==> config.mk <==
export PLATFORM = sky130hd
export DESIGN_NAME = ats21_cmd_tx
export DESIGN_NICKNAME = d
export VERILOG_FILES = /design/src/rtl/ats21_pkg.sv /design/src/rtl/ats21_cmd_fifo.sv /design/src/rtl/ats21_cmd_tx.sv
export SDC_FILE = /design/constraint.sdc
export NUM_CORES = 1
export LEC_CHECK = 0
export ABC_AREA = 1
export BUFFER_PORTS_ARGS = -buffer_cell sky130_fd_sc_hd__buf_2
export CAP_MARGIN = 20
export CORE_UTILIZATION = 35
export CTS_BUF_LIST = sky130_fd_sc_hd__clkbuf_4
export DETAILED_ROUTE_END_ITERATION = 10
export GPL_ROUTABILITY_DRIVEN = 0
export HOLD_SLACK_MARGIN = 0.06
export PLACE_DENSITY_LB_ADDON = 0.05
export SYNTH_ARGS = -nofsm -noshare
export SYNTH_HDL_FRONTEND = slang
export SYNTH_SLANG_ARGS = --single-unit
==> constraint.sdc <==
create_clock -name clk -period 3.9 [get_ports clk]
set_input_delay 0.585 -clock clk [delete_from_list [all_inputs] [get_ports clk]]
set_output_delay 0.585 -clock clk [all_outputs]
set_load 0.01 [all_outputs]
==> src/rtl/ats21_pkg.sv <==
// Shared types for the ATS21 command initiator.
// Holds the command opcodes, transmitter states, the bus widths and the
// {a, b} command-pair payload.
package ats21_pkg;

  localparam int unsigned CMD_W  = 32;
  localparam int unsigned HALF_W = 16;

  typedef enum logic [2:0] {
    NOP       = 3'b000,
    SET_CLK   = 3'b001,
    CLK_EN    = 3'b010,
    SET_MODE  = 3'b011,
    SET_ALARM = 3'b101,
    SET_TIMER = 3'b110,
    AT_EN     = 3'b111
  } opcode_t;

  typedef enum logic [1:0] {
    IDLE,
    SEND_HI,
    SEND_LO
  } tx_state_t;

  typedef struct packed {
    logic [CMD_W-1:0] a;
    logic [CMD_W-1:0] b;
  } cmd_pair_t;

  // Upper and lower half-words of a command word.
  function automatic logic [HALF_W-1:0] hi_half(input logic [CMD_W-1:0] w);
    return w[CMD_W-1:HALF_W];
  endfunction

  function automatic logic [HALF_W-1:0] lo_half(input logic [CMD_W-1:0] w);
    return w[HALF_W-1:0];
  endfunction

endpackage

==> src/rtl/ats21_cmd_fifo.sv <==
// Synchronous FIFO of command pairs.
// Ports: clk, reset (sync, active-low), push/push_data, pop,
//        full_c/empty_c (decoded occupancy), count (registered occupancy),
//        head_c (oldest entry), second_c (entry behind the head).
module ats21_cmd_fifo
  import ats21_pkg::*;
#(
  parameter int unsigned DEPTH = 4
) (
  input  logic                   clk,
  input  logic                   reset,
  input  logic                   push,
  input  cmd_pair_t              push_data,
  input  logic                   pop,
  output logic                   full_c,
  output logic                   empty_c,
  output logic [$clog2(DEPTH):0] count,
  output cmd_pair_t              head_c,
  output cmd_pair_t              second_c
);

  localparam int unsigned PTR_W = $clog2(DEPTH);
  localparam int unsigned CNT_W = PTR_W + 1;

  cmd_pair_t        mem [DEPTH];
  logic [PTR_W-1:0] wr_ptr;
  logic [PTR_W-1:0] rd_ptr;
  logic             do_push;
  logic             do_pop;

  assign full_c   = (count == CNT_W'(DEPTH));
  assign empty_c  = (count == '0);
  assign do_push  = push && !full_c;
  assign do_pop   = pop && !empty_c;
  assign head_c   = mem[rd_ptr];
  assign second_c = mem[rd_ptr + PTR_W'(1)];

  // Storage; no reset needed, occupancy gates every read.
  always_ff @(posedge clk) begin
    if (do_push) mem[wr_ptr] <= push_data;
  end

  // Pointers wrap modulo DEPTH; the extra count bit separates full from empty.
  always_ff @(posedge clk) begin
    if (!reset) begin
      wr_ptr <= '0;
      rd_ptr <= '0;
      count  <= '0;
    end else begin
      if (do_push) wr_ptr <= wr_ptr + PTR_W'(1);
      if (do_pop)  rd_ptr <= rd_ptr + PTR_W'(1);
      count <= count + CNT_W'(do_push) - CNT_W'(do_pop);
    end
  end

endmodule

==> src/rtl/ats21_cmd_tx.sv <==
// Host-side ATS21 command initiator: queues {cmd_a, cmd_b} pairs and sends
// each as two req/ready beats (upper half-words, then lower half-words).
// Ports: clk, reset (sync, active-low); host side cmd_valid/cmd_ready/cmd_a/
//        cmd_b; ATS21 side req/ctrlA/ctrlB/ready; status busy, level,
//        done (pair sent pulse), err (pair aborted by timeout pulse).
module ats21_cmd_tx
  import ats21_pkg::*;
#(
  parameter int unsigned DEPTH   = 4,
  parameter int unsigned TIMEOUT = 255
) (
  input  logic                   clk,
  input  logic                   reset,
  input  logic                   cmd_valid,
  output logic                   cmd_ready,
  input  logic [CMD_W-1:0]       cmd_a,
  input  logic [CMD_W-1:0]       cmd_b,
  output logic                   req,
  output logic [HALF_W-1:0]      ctrlA,
  output logic [HALF_W-1:0]      ctrlB,
  input  logic                   ready,
  output logic                   busy,
  output logic [$clog2(DEPTH):0] level,
  output logic                   done,
  output logic                   err
);

  localparam int unsigned CNT_W      = $clog2(DEPTH) + 1;
  localparam logic [15:0] TIMEOUT_M1 = 16'(TIMEOUT - 1);

  tx_state_t          state;
  tx_state_t          state_nxt;
  logic [15:0]        stall;
  logic [15:0]        stall_nxt;
  logic               push;
  logic               pop;
  logic               done_nxt;
  logic               err_nxt;
  logic [CNT_W-1:0]   cnt_nxt;
  logic [HALF_W-1:0]  ctrl_a_nxt;
  logic [HALF_W-1:0]  ctrl_b_nxt;
  cmd_pair_t          push_data;
  cmd_pair_t          head_nxt;
  cmd_pair_t          head_c;
  cmd_pair_t          second_c;
  logic               fifo_full;
  logic               fifo_empty;
  logic [CNT_W-1:0]   fifo_count;

  assign push_data.a = cmd_a;
  assign push_data.b = cmd_b;
  assign push        = cmd_valid && cmd_ready && !fifo_full;
  assign level       = fifo_count;
  assign cnt_nxt     = fifo_count + CNT_W'(push) - CNT_W'(pop);

  ats21_cmd_fifo #(
    .DEPTH (DEPTH)
  ) u_fifo (
    .clk       (clk),
    .reset     (reset),
    .push      (push),
    .push_data (push_data),
    .pop       (pop),
    .full_c    (fifo_full),
    .empty_c   (fifo_empty),
    .count     (fifo_count),
    .head_c    (head_c),
    .second_c  (second_c)
  );

  // Next state, stall counting, pop and pulse generation.
  always_comb begin
    state_nxt = state;
    stall_nxt = stall;
    pop       = 1'b0;
    done_nxt  = 1'b0;
    err_nxt   = 1'b0;
    case (state)
      IDLE: begin
        if (!fifo_empty) state_nxt = SEND_HI;
      end
      SEND_HI, SEND_LO: begin
        if (ready) begin
          stall_nxt = '0;
          if (state == SEND_HI) begin
            state_nxt = SEND_LO;
          end else begin
            pop       = 1'b1;
            done_nxt  = 1'b1;
            state_nxt = ((fifo_count > CNT_W'(1)) || push) ? SEND_HI : IDLE;
          end
        end else if (stall == TIMEOUT_M1) begin
          // Abort: drop the pair, no retry, force one idle cycle.
          pop       = 1'b1;
          err_nxt   = 1'b1;
          stall_nxt = '0;
          state_nxt = IDLE;
        end else begin
          stall_nxt = stall + 16'd1;
        end
      end
      default: state_nxt = IDLE;
    endcase
  end

  // Half-words for the next cycle. After a pop the new head is either the
  // entry behind it or, when the queue held one pair, the word pushed now.
  always_comb begin
    head_nxt   = head_c;
    ctrl_a_nxt = '0;
    ctrl_b_nxt = '0;
    if (pop) head_nxt = (fifo_count > CNT_W'(1)) ? second_c : push_data;
    case (state_nxt)
      SEND_HI: begin
        ctrl_a_nxt = hi_half(head_nxt.a);
        ctrl_b_nxt = hi_half(head_nxt.b);
      end
      SEND_LO: begin
        ctrl_a_nxt = lo_half(head_c.a);
        ctrl_b_nxt = lo_half(head_c.b);
      end
      default: begin
        ctrl_a_nxt = '0;
        ctrl_b_nxt = '0;
      end
    endcase
  end

  // State and registered outputs.
  always_ff @(posedge clk) begin
    if (!reset) begin
      state     <= IDLE;
      stall     <= '0;
      req       <= 1'b0;
      ctrlA     <= '0;
      ctrlB     <= '0;
      done      <= 1'b0;
      err       <= 1'b0;
      busy      <= 1'b0;
      cmd_ready <= 1'b0;
    end else begin
      state     <= state_nxt;
      stall     <= stall_nxt;
      req       <= (state_nxt != IDLE);
      ctrlA     <= ctrl_a_nxt;
      ctrlB     <= ctrl_b_nxt;
      done      <= done_nxt;
      err       <= err_nxt;
      busy      <= (state_nxt != IDLE) || (cnt_nxt != '0);
      cmd_ready <= (cnt_nxt != CNT_W'(DEPTH));
    end
  end

endmodule

# ---- Word-level counts from Yosys, hierarchy flattened
# Memories as Yosys holds them, arrays and structs flattened. A register that Yosys moved wholly into a read port is not among the register bits.
# Index checks and enable logic that the tools add are counted.
# Widths: inputs -> output; s select.
dict set report totals {
  register_bits 62
  out_inout_bits 40
  memories 1
  mem_bits_rw 256
  wordCells 65
}
dict set report op_classes {
  muxes 20
  n_eq_ne 7
  magnitude_cmp 1
  n_reduce_logical 15
  n_bitwise 2
  n_addsub 7
}
# memory depth width read_ports rd_ports_with_merged_regs wr line
set mem_list {}
lappend mem_list {u_fifo.mem 4 64 2 1 1 ats21_cmd_fifo.sv:25} ;# cmd_pair_t mem [DEPTH];
# op count
set op_table {}
lappend op_table {{$mux 64} 2}
lappend op_table {{$pmux 16 s2} 2}
lappend op_table {{$mux 16} 2}
lappend op_table {{$add 16x1->16 const B} 1}
lappend op_table {{$eq 16x8->1 const B} 1}
lappend op_table {{$mux 2} 6}
lappend op_table {{$mux 1} 7}
lappend op_table {{$add 3x1->3} 2}
lappend op_table {{$sub 3x1->3} 2}
lappend op_table {{$add 2x1->2 const B} 2}
lappend op_table {{$eq 2x1->1 const B} 2}
lappend op_table {{$eq 2x2->1 const B} 2}
lappend op_table {{$logic_and 1x1->1} 4}
lappend op_table {{$pmux 2 s2} 1}
lappend op_table {{$eq 3x3->1 const B} 1}
lappend op_table {{$gt 3x1->1 const B} 1}
lappend op_table {{$logic_not 3->1} 1}
lappend op_table {{$ne 3x3->1 const B} 1}
lappend op_table {{$reduce_and 3->1} 1}
lappend op_table {{$reduce_bool 3->1} 1}
lappend op_table {{$reduce_or 3->1} 1}
lappend op_table {{$logic_not 1->1} 2}
lappend op_table {{$logic_not 2->1} 1}
lappend op_table {{$logic_or 1x1->1} 2}
lappend op_table {{3 further kinds} 4}

# ---- Logic depth before layout (Yosys ltp)
# Gate-level depths: netlist (run 1).
dict set report depth {
  depth_word 10
  ltp_mapped 16
  mapped_depth_nobuf 15
}

# ---- Hierarchy
# From an unflattened synthesis (run 1), not the netlist that was laid out.
dict set report hier_totals {
  hier_cells 1736
  hier_area_um2 15439.8
}
# module area_per_inst_um2 cells_each n_inst
set by_module_without_submodules {}
lappend by_module_without_submodules {ats21_cmd_fifo 11940.2 1172 1}
lappend by_module_without_submodules {ats21_cmd_tx 3499.6 564 1}

# ---- Worst setup path before layout (run 1)
# Ideal clock, no wire load.
dict set report synth_timing {
  path_type {flip-flop to flip-flop}
  from {register u_fifo.count[1]}
  to {memory u_fifo.mem[0][0] (netlist name), enable pin}
  slack_ps -100
  t_arrival_ps 3514
  stages_incl_launch_ff 5
  required_ps 3413
  cell_sequence {dfxtp_1 inv_1 nand3_1 nand3_1 nor2_1}
}
dict set report synth_between {
  elab_chain_len 6
}
# item line
set synth_lines {}
lappend synth_lines {{start, declared} ats21_cmd_fifo.sv:17} ;# output logic [$clog2(DEPTH):0] count,
lappend synth_lines {{start signal, assigned} ats21_cmd_fifo.sv:52} ;# count <= count + CNT_W'(do_push) - CNT_W'(do_pop);
lappend synth_lines {{$eq 3x3->1 (*)} ats21_cmd_fifo.sv:31} ;# assign full_c = (count == CNT_W'(DEPTH));
lappend synth_lines {{$logic_not 1->1 (*)} {ats21_cmd_fifo.sv:33, ats21_cmd_tx.sv:52}}
lappend synth_lines {{$logic_and 1x1->1} ats21_cmd_tx.sv:52} ;# assign push = cmd_valid && cmd_ready && !fifo_full;
lappend synth_lines {{$logic_and 1x1->1 (*)} ats21_cmd_fifo.sv:33} ;# assign do_push = push && !full_c;
lappend synth_lines {{$mux 1 (*)} ats21_cmd_fifo.sv:40} ;# if (do_push) mem[wr_ptr] <= push_data;
lappend synth_lines {{$mux 1 (not written as such) (*)} ats21_cmd_fifo.sv:40}
lappend synth_lines {{end, declared} ats21_cmd_fifo.sv:25}
# Every way passes the cells marked *; elsewhere a longest branch is shown, timed or not.

# ---- Final worst setup path (run 1)
dict set report layout_timing {
  from {register stall[0]}
  to {register ctrlB[5]}
}
dict set report layout_between {
  elab_chain_len 6
  word_cells_on_any_way 11
  cone_classes {eq/ne: 3; mux: 8}
}
# item line
set layout_lines {}
lappend layout_lines {{start, declared} ats21_cmd_tx.sv:33} ;# logic [15:0] stall;
lappend layout_lines {{start signal, assigned} ats21_cmd_tx.sv:143} ;# stall <= stall_nxt;
lappend layout_lines {{$eq 16x8->1 (*)} ats21_cmd_tx.sv:92} ;# end else if (stall == TIMEOUT_M1) begin
lappend layout_lines {{$mux 2 or $mux 1 (tied branches)} ats21_cmd_tx.sv:92}
lappend layout_lines {{$mux 2 or $mux 1 (tied branches)} ats21_cmd_tx.sv:83} ;# if (ready) begin
lappend layout_lines {{$pmux 2 s2 or $mux 1 (tied branches)} ats21_cmd_tx.sv:78} ;# case (state)
lappend layout_lines {{$eq 2x2->1, or another cell as far along} ats21_cmd_tx.sv:113} ;# case (state_nxt)
lappend layout_lines {{$pmux 16 s2 (*)} ats21_cmd_tx.sv:113}
lappend layout_lines {{end signal, assigned} ats21_cmd_tx.sv:146} ;# ctrlB <= ctrl_b_nxt;
lappend layout_lines {{end, declared} ats21_cmd_tx.sv:20} ;# output logic [HALF_W-1:0] ctrlB,
# Marks and branches as above.
# A chain may end at the register's enable or synchronous reset.

==> results.md, run 1 <==
- Status: complete, but fails checks
- Failing checks: DRC
- Synth Net Count: approximately 1.7k
- Area of the core: between 40,000 and 50,000 sq um
- Dominant cells by area after synthesis: edfxtp_1 52%, nand2_1 11%, dfxtp_1 8.7%, a21oi_1 4.8%, o21ai_0 4.5%
- Hold-fix buffer count after cts: between 60 and 70
- Initial Util: 35.7%
- Top Family by Delay on Critical Path: simple AND/OR/NAND/NOR gates
- Synth cell types: 36
- GR Util met1: roughly 27%
- Worst reg2reg startpoint: stall[0]$_SDFFE_PN0N_
- F_max: between 300 and 400 MHz
- Final instance area: about 18,000 sq um
- Largest net degree at the start of global routing: between 70 and 80
- Worst hold path startpoint: reset
- R2r endpoint: ctrlB[5]$_SDFF_PN0_
- Fin crit share: between 60 and 70%
- Largest stage delay on the critical path: roughly 450 ps
- Pleak: ~7.3 nW
- Crit start category: flip-flop
- Initial antenna violation count: 2
- Die area: 42,700 sq um
- Setup_tns: 0 ps
- Site Rows: between 70 and 80
- Met2 Resource Use GR: approximately a third
- Non-Filler Instances: about 2.4k
- Die Y-Extent: 207 microns
- Grt ovf: 0
- CTS tree: built
- P per Cell Area: around 620 nW/um^2
- Most common cell on crit path: nand2_1
- Vias per Instance: between 4 and 5
- Setup Viol. Count Final: 0
- Register area share after synthesis: between 60% and 70%
- Final Hold Viols: 0
- Vias in the first global route: about 11k
- Clk sinks: between 300 and 400
- Worst-Skew Late Latency: approximately 790 ps
- Port Buf Inserts: around 110
- Cts bufs inserted: between 90 and 100
- Critical Path AT: about 3300 ps
- Cells after DPL: roughly 2.2k
- GR peak layer: met2
- Dominant cell type by area after synthesis: edfxtp_1
- Max Transition Viols Final: 0
- Synth top area share: a little over half
- Final ANT Viol Nets: 0
- Vias: 11.5k
- Number of synthesized flops with an enable pin: between 200 and 300
- Max Fanout on Critical Path: 22
- Syn_area_per_cell: 9.31 sq um
- Crit-path slowest cell: nand2_1
- Worst Setup Slack, final: approximately 1200 ps
- Placed inst area: 15,800 sq um
- Die width: ~210 microns
- CP Capture Type: flip-flop
- Fin nets: 1,866
- Max cap viols: 0
- Max-slew headroom: roughly a third
- Met3 usage: about 4%
- Worst reg-to-reg setup slack: approximately 1200 ps
- Synth async-reset ratio: 0%
- Layout fillers: 4,074
- Gr usage total: between 20% and 30%
- RSZ-0062 raised after global routing: false
- Worst Hold Class: in -> reg
- Cts repair resizes: 0
- Period minus WS final: between 2000 and 3000 ps
- Clock transition at the registers of the reported paths: roughly 70 ps
- Hold endpoint: u_fifo.count[0]$_SDFF_PN0_
- Cell Chain, Critical Path: inv_1 -> ha_1 -> nand2_1 -> nor2_2 -> nand2_2 -> nand2_4 -> nor2_1 -> nand2_1 -> nand2_1 -> nand2_1 -> ha_1 -> nand2_1 -> buf_12 -> a21oi_1
- Remaining DRCs: 4
- R2R depth: 14
- Synth-to-Final Area Change: 20.3%
- First-pass DRT Iterations: 9
- WL/cell: roughly 18 microns
- Critical Path RT: between 4000 and 5000 ps
- Synthesized cell area: 14,600 sq um
- First-pass GRT wire length: 64.1 mm
- Share of cells above drive strength 1: 15.9%
- Main flop type after synthesis: edfxtp_1
- Max VDD drop: between 0.3 and 0.4 mV
- Hold path depth: 3
- Clock Path Buffers: 3
- DRT iter0 DRCs: 540
- H-tree depth: 3
- Detailed Route WL: around 43 mm
- Root buf cell: clkbuf_4
- Top-Level Pins: between 100 and 150
- Hold WS: 169 ps
- WP buf/inv: 2
- Syn Inst Count: ~1.6k
- Synth Register Bits: 320
- DP HPWL: between 20 and 25 mm
- Synth Warn #: 0
- Clock Skew: 44.6 ps
- Worst Setup Path Type: reg -> reg
- Slew at the pin closest to its max-slew limit: 976 ps
- Dpl ws: approximately 1200 ps
- Setup Buffers After CTS: 0
## cell type report
class                           instances  area, sq um  area share [%]
Sequential cell                       320         8970            51.0
Multi-Input combinational cell        995         4620            26.2
Timing Repair Buffer                  200         1510            8.57
Tap cell                              532          666            3.78
Clock buffer                          130          976            5.54
Clock inverter                         40          224            1.27
Inverter                              169          638            3.62
Antenna cell                            2         5.00          0.0284
## per-layer routing
| metal | up-vias | part of all wire (%) |
|---|---|---|
| li1 | 5715 | - |
| met1 | 5428 | 47 |
| met5 | - | 0 |
| met4 | 0 | 2.0 |
| met3 | 67 | 4.6 |
| met2 | 264 | 46 |
## state kept, by name (all words and copies together) (netlist names), named ones only
| name | cells |
|---|---|
| ctrlB | 16 |
| u_fifo.wr_ptr | 2 |
| state | 2 |
| ctrlA | 16 |
| cmd_ready | 1 |
| u_fifo.count | 3 |
| stall | 16 |
| done | 1 |
| busy | 1 |
| err | 1 |
| req | 1 |
| u_fifo.rd_ptr | 2 |
| u_fifo.mem | 256 |
## metrics by stage
| stage | power [W] | util, % |
|---|---|---|
| floorplan | 0.00652 | - |
| global placement | 0.00780 | 38.4 |
| detailed placement | 0.00780 | 38.4 |
| CTS | 0.0111 | 42.9 |
| global route | 0.0116 | 42.9 |
| finish | 0.0109 | 42.9 |
## power by group
| group | internal [W] | switching [W] |
|---|---|---|
| Combinational | 0.00105 | 0.00237 |
| Clock | 0.00168 | 0.00150 |
| Sequential | 0.00413 | 0.000188 |
| Total | 0.00686 | 0.00406 |
## synthesized netlist by cell type (6+ instances only)
cell type	n
ha_1	18
xor2_1	8
dfxtp_1	64
clkbuf_1	39
inv_1	165
o21ai_0	133
nor2_1	105
nor3_1	7
nand3_1	79
edfxtp_1	256
o22ai_1	33
a21oi_1	141
buf_4	6
buf_6	6
nand2_1	445
buf_2	38
## worst register-to-register path, stage by stage, from the launching register on
cell and delay [ps]:
dfxtp_1 430, inv_1 70, ha_1 190, nand2_1 110, nor2_2 60, nand2_2 90, nand2_4 60, nor2_1 190
nand2_1 90, nand2_1 70, nand2_1 100, ha_1 310, nand2_1 450, buf_12 260, a21oi_1 70
## layout by cell type (no fill, tap or decap), drive strengths merged, types with 2 or more instances in the layout
master	instances
bufinv	2
diode	2
clkbuf	130
nand2	451
nor2	110
buf	135
nand3	80
inv	168
fa	2
nor3	7
dfxtp	64
a21oi	141
edfxtp	256
dlygate4sd3	65
o21ai	133
clkinv	39
xor2	8
ha	18
o22ai	33
and3	2
## logic make-up (layout without fill, tap and decap cells)
family	after synthesis	after routing	synth area share (%)
buffers and inverters	258	539	7.41
XOR/XNOR	9	9	0.538
flip-flops	320	320	61.2
adder cells (fa/ha/maj)	20	20	1.81
AO/OA/AOI/OAI	313	313	11.1
other	0	2	0
AND/OR/NAND/NOR	653	653	17.9
## worst max-delay path by stage
stage,startpoint,end,slack [ps],depth (start not counted)
floorplan,u_fifo.count[1]$_SDFF_PN0_,u_fifo.mem[0][0]$_DFFE_PP_,-100,4
global route,u_fifo.count[1]$_SDFF_PN0_,ctrlB[7]$_SDFF_PN0_,950,11
detailed placement,cmd_valid,ctrlB[10]$_SDFF_PN0_,1160,10
global placement,cmd_valid,ctrlB[10]$_SDFF_PN0_,1180,10
CTS,u_fifo.count[1]$_SDFF_PN0_,ctrlB[5]$_SDFF_PN0_,1190,11
finish,stall[0]$_SDFFE_PN0N_,ctrlB[5]$_SDFF_PN0_,1210,14
No activity file was read; power rests on OpenSTA's default activity.
==> run 2, diff against run 1 <==
==> constraint.sdc (replaced) <==
create_clock -name clk -period 2.5 [get_ports clk]
set_input_delay 0.375 -clock clk [delete_from_list [all_inputs] [get_ports clk]]
set_output_delay 0.375 -clock clk [all_outputs]
set_load 0.01 [all_outputs]
==> results.md, run 2 (synthesized netlist as in run 1, its figures left out) <==
- First-pass GRT wire length: 65.6 mm (was 64.1 mm)
- Worst Hold Class: in -> reg (unchanged)
- Worst Setup Slack, final: 136 ps (was 1210 ps)
- Layout fillers: 4,118 (was 4,074)
- Most frequent cells in the layout: 444 x nand2_1, 256 x edfxtp_1, 162 x inv_1, 141 x a21oi_1, 140 x clkbuf_4 (was 444 x nand2_1, 256 x edfxtp_1, 164 x inv_1, 141 x a21oi_1, 133 x o21ai_0)
- Root buf cell: clkbuf_4 (unchanged)
- Pleak: 7.40 nW (was 7.30 nW)
- RSZ-0062 raised after global routing: false (unchanged)
- Final Hold Viols: 0 (unchanged)
- Setup_tns: 0 ps (unchanged)
- Critical Path AT: 3020 ps (was 3340 ps)
- F_max: 423 MHz (was 372 MHz)
- Clock Skew: 37.1 ps (was 44.6 ps)
- Clock Path Buffers: 3 (unchanged)
- R2R depth: 14 (unchanged)
- Max VDD drop: 0.811 mV (was 0.368 mV)
- Clock transition at the registers of the reported paths: 70 ps (about the same)
- Fin nets: 1,882 (was 1,866)
- Worst reg2reg startpoint: stall[0]$_SDFFE_PN0N_ (unchanged)
- Largest net degree at the start of global routing: 86 (was 79)
- Status: complete, but fails checks (unchanged)
- Cts bufs inserted: 89 (was 92)
- Detailed Route WL: 43.1 mm (was 42.7 mm)
- WL/cell: 18.0 microns (was 17.9 microns)
- DRT iter0 DRCs: 679 (was 540)
- Initial Util: 35.7% (unchanged)
- Vias: 11.7k (was 11.5k)
- Setup Viol. Count Final: 0 (unchanged)
- Max cap viols: 0 (unchanged)
- H-tree depth: 3 (unchanged)
- Share of cells above drive strength 1: 18.1% (was 15.9%)
- Worst hold path startpoint: cmd_valid (was reset)
- Synth-to-Final Area Change: 21.7% (was 20.3%)
- Hold endpoint: u_fifo.wr_ptr[0]$_SDFFE_PN0P_ (was u_fifo.count[0]$_SDFF_PN0_)
- Top-Level Pins: 108 (unchanged)
- Worst Setup Path Type: reg -> reg (unchanged)
- Dpl ws: 36.5 ps (was 1160 ps)
- Max Transition Viols Final: 0 (unchanged)
- Max reg flops: 256 (unchanged)
- Fin crit share: 94.6% (was 69.0%)
- First-pass DRT Iterations: 8 (was 9)
- Period minus WS final: 2360 ps (was 2690 ps)
- Vias in the first global route: 11.6k (was 11.1k)
- Final ANT Viol Nets: 0 (unchanged)
- Die area: 42,700 sq um (unchanged)
- Site Rows: 74 (unchanged)
- Initial antenna violation count: 2 (unchanged)
- Crit start category: flip-flop (unchanged)
- Total power: 0.0169 W (was 0.0109 W)
- R2r endpoint: cmd_ready$_SDFF_PN0_ (was ctrlB[5]$_SDFF_PN0_)
- Remaining DRCs: 9 (was 4)
- Area of the core: 41,000 sq um (unchanged)
- CP Capture Type: flip-flop (unchanged)
- Clk sinks: 320 (unchanged)
- Commonest non-fill, non-tap cell in the layout: nand2_1 (unchanged)
- Largest register by flop count: u_fifo.mem (unchanged)
- Max Fanout on Critical Path: 3 (was 22)
- DP HPWL: 24.8 mm (was 24.4 mm)
- Vias per Instance: 4.88 (was 4.80)
- Critical Path RT: 3150 ps (was 4540 ps)
- Failing checks: DRC (unchanged)
- P per Cell Area: 951 nW/um^2 (was 620 nW/um^2)
- CTS tree: built (unchanged)
- Die width: 207 microns (unchanged)
- Max-slew headroom: 59.6% (was 34.9%)
- Die Y-Extent: 207 microns (unchanged)
- Slew at the pin closest to its max-slew limit: 606 ps (was 976 ps)
- Worst reg-to-reg setup slack: 140 ps (was 1210 ps)
- Port Buf Inserts: 107 (unchanged)
- Grt ovf: 0 (unchanged)
- Worst-Skew Late Latency: 800 ps (was 790 ps)
- Gr usage total: 20.7% (was 20.2%)
- Hold path depth: 4 (was 3)
## run 2: cell count changes in the layout (fill, tap and decap cells not counted), moves of 5 or more
cell | previous run | this run
clkinv_1 | 35 | 20
dfxtp_2 | 2 | 8
inv_2 | 1 | 6
buf_12 | 9 | 15
dfxtp_1 | 61 | 55
buf_4 | 19 | 31
clkbuf_4 | 130 | 140
## run 2: worst max-delay path, cell delays in order (launching register included)
cell     delay [ps]
dfxtp_2         320
inv_2            40
ha_2            160
nand2_2          70
nor2_4           90
nand2_2          80
nand2_4          90
nand3_4          90
inv_2            50
ha_1            210
inv_1            60
ha_2            170
fa_2            460
o31ai_2         260
inv_1            50
## run 2: worst max path at each step
stage,start,endpoint,slack (ps),cells past startpoint
CTS,stall[0]$_SDFFE_PN0N_,cmd_ready$_SDFF_PN0_,30,15
floorplan,u_fifo.count[1]$_SDFF_PN0_,u_fifo.mem[0][0]$_DFFE_PP_,-490,4
global route,stall[0]$_SDFFE_PN0N_,cmd_ready$_SDFF_PN0_,10,14
finish,stall[0]$_SDFFE_PN0N_,cmd_ready$_SDFF_PN0_,140,14
global placement,stall[0]$_SDFFE_PN0N_,cmd_ready$_SDFF_PN0_,90,15
detailed placement,stall[0]$_SDFFE_PN0N_,cmd_ready$_SDFF_PN0_,40,15
## run 2: area by class of cell
class | count | area, sq um | area share, %
Multi-Input combinational cell | 995 | 4660 | 26.2
Clock inverter | 23 | 88.8 | 0.498
Clock buffer | 140 | 1050 | 5.90
Sequential cell | 320 | 8980 | 50.4
Timing Repair Buffer | 219 | 1730 | 9.70
Antenna cell | 2 | 5.00 | 0.0281
Inverter | 169 | 638 | 3.58
Tap cell | 532 | 666 | 3.73
## run 2: power by group
group	total, W	switching [W]	internal, W	leakage (nW)
Sequential	0.00671	0.000268	0.00644	2.84
Combinational	0.00548	0.00371	0.00177	3.87
Clock	0.00475	0.00222	0.00253	0.690
## run 2: metrics by stage
stage          cells  hold WS (ps)  cell area, sq um  util (%)
3_3_place_gp    2166           461             15900      38.9
5_1_grt         2400           116             17800      43.5
4_1_cts         2395          67.5             17800      43.3
6_report        2400           142             17800      43.5
2_1_floorplan   1573           445             14700         -
3_5_place_dp    2166           467             15900      38.9
## run 2: timing repair
action	CTS	global route
setup buffers	0	3
pin swaps	1	8
hold buffers	66	0
hold endpoints to repair	282	0
endpoints found under the setup margin	1	1
gates resized for setup	2	18
## run 2: layer usage
layer / wire length (microns) / up-vias / global-route usage (%)
li1: - / 5737 / -
met1: 19300 / 5614 / 26.1
met2: 20600 / 286 / 34.3
met3: 1990 / 72 / 4.68
met4: 1140 / 0 / 7.93
met5: 0 / - / 0
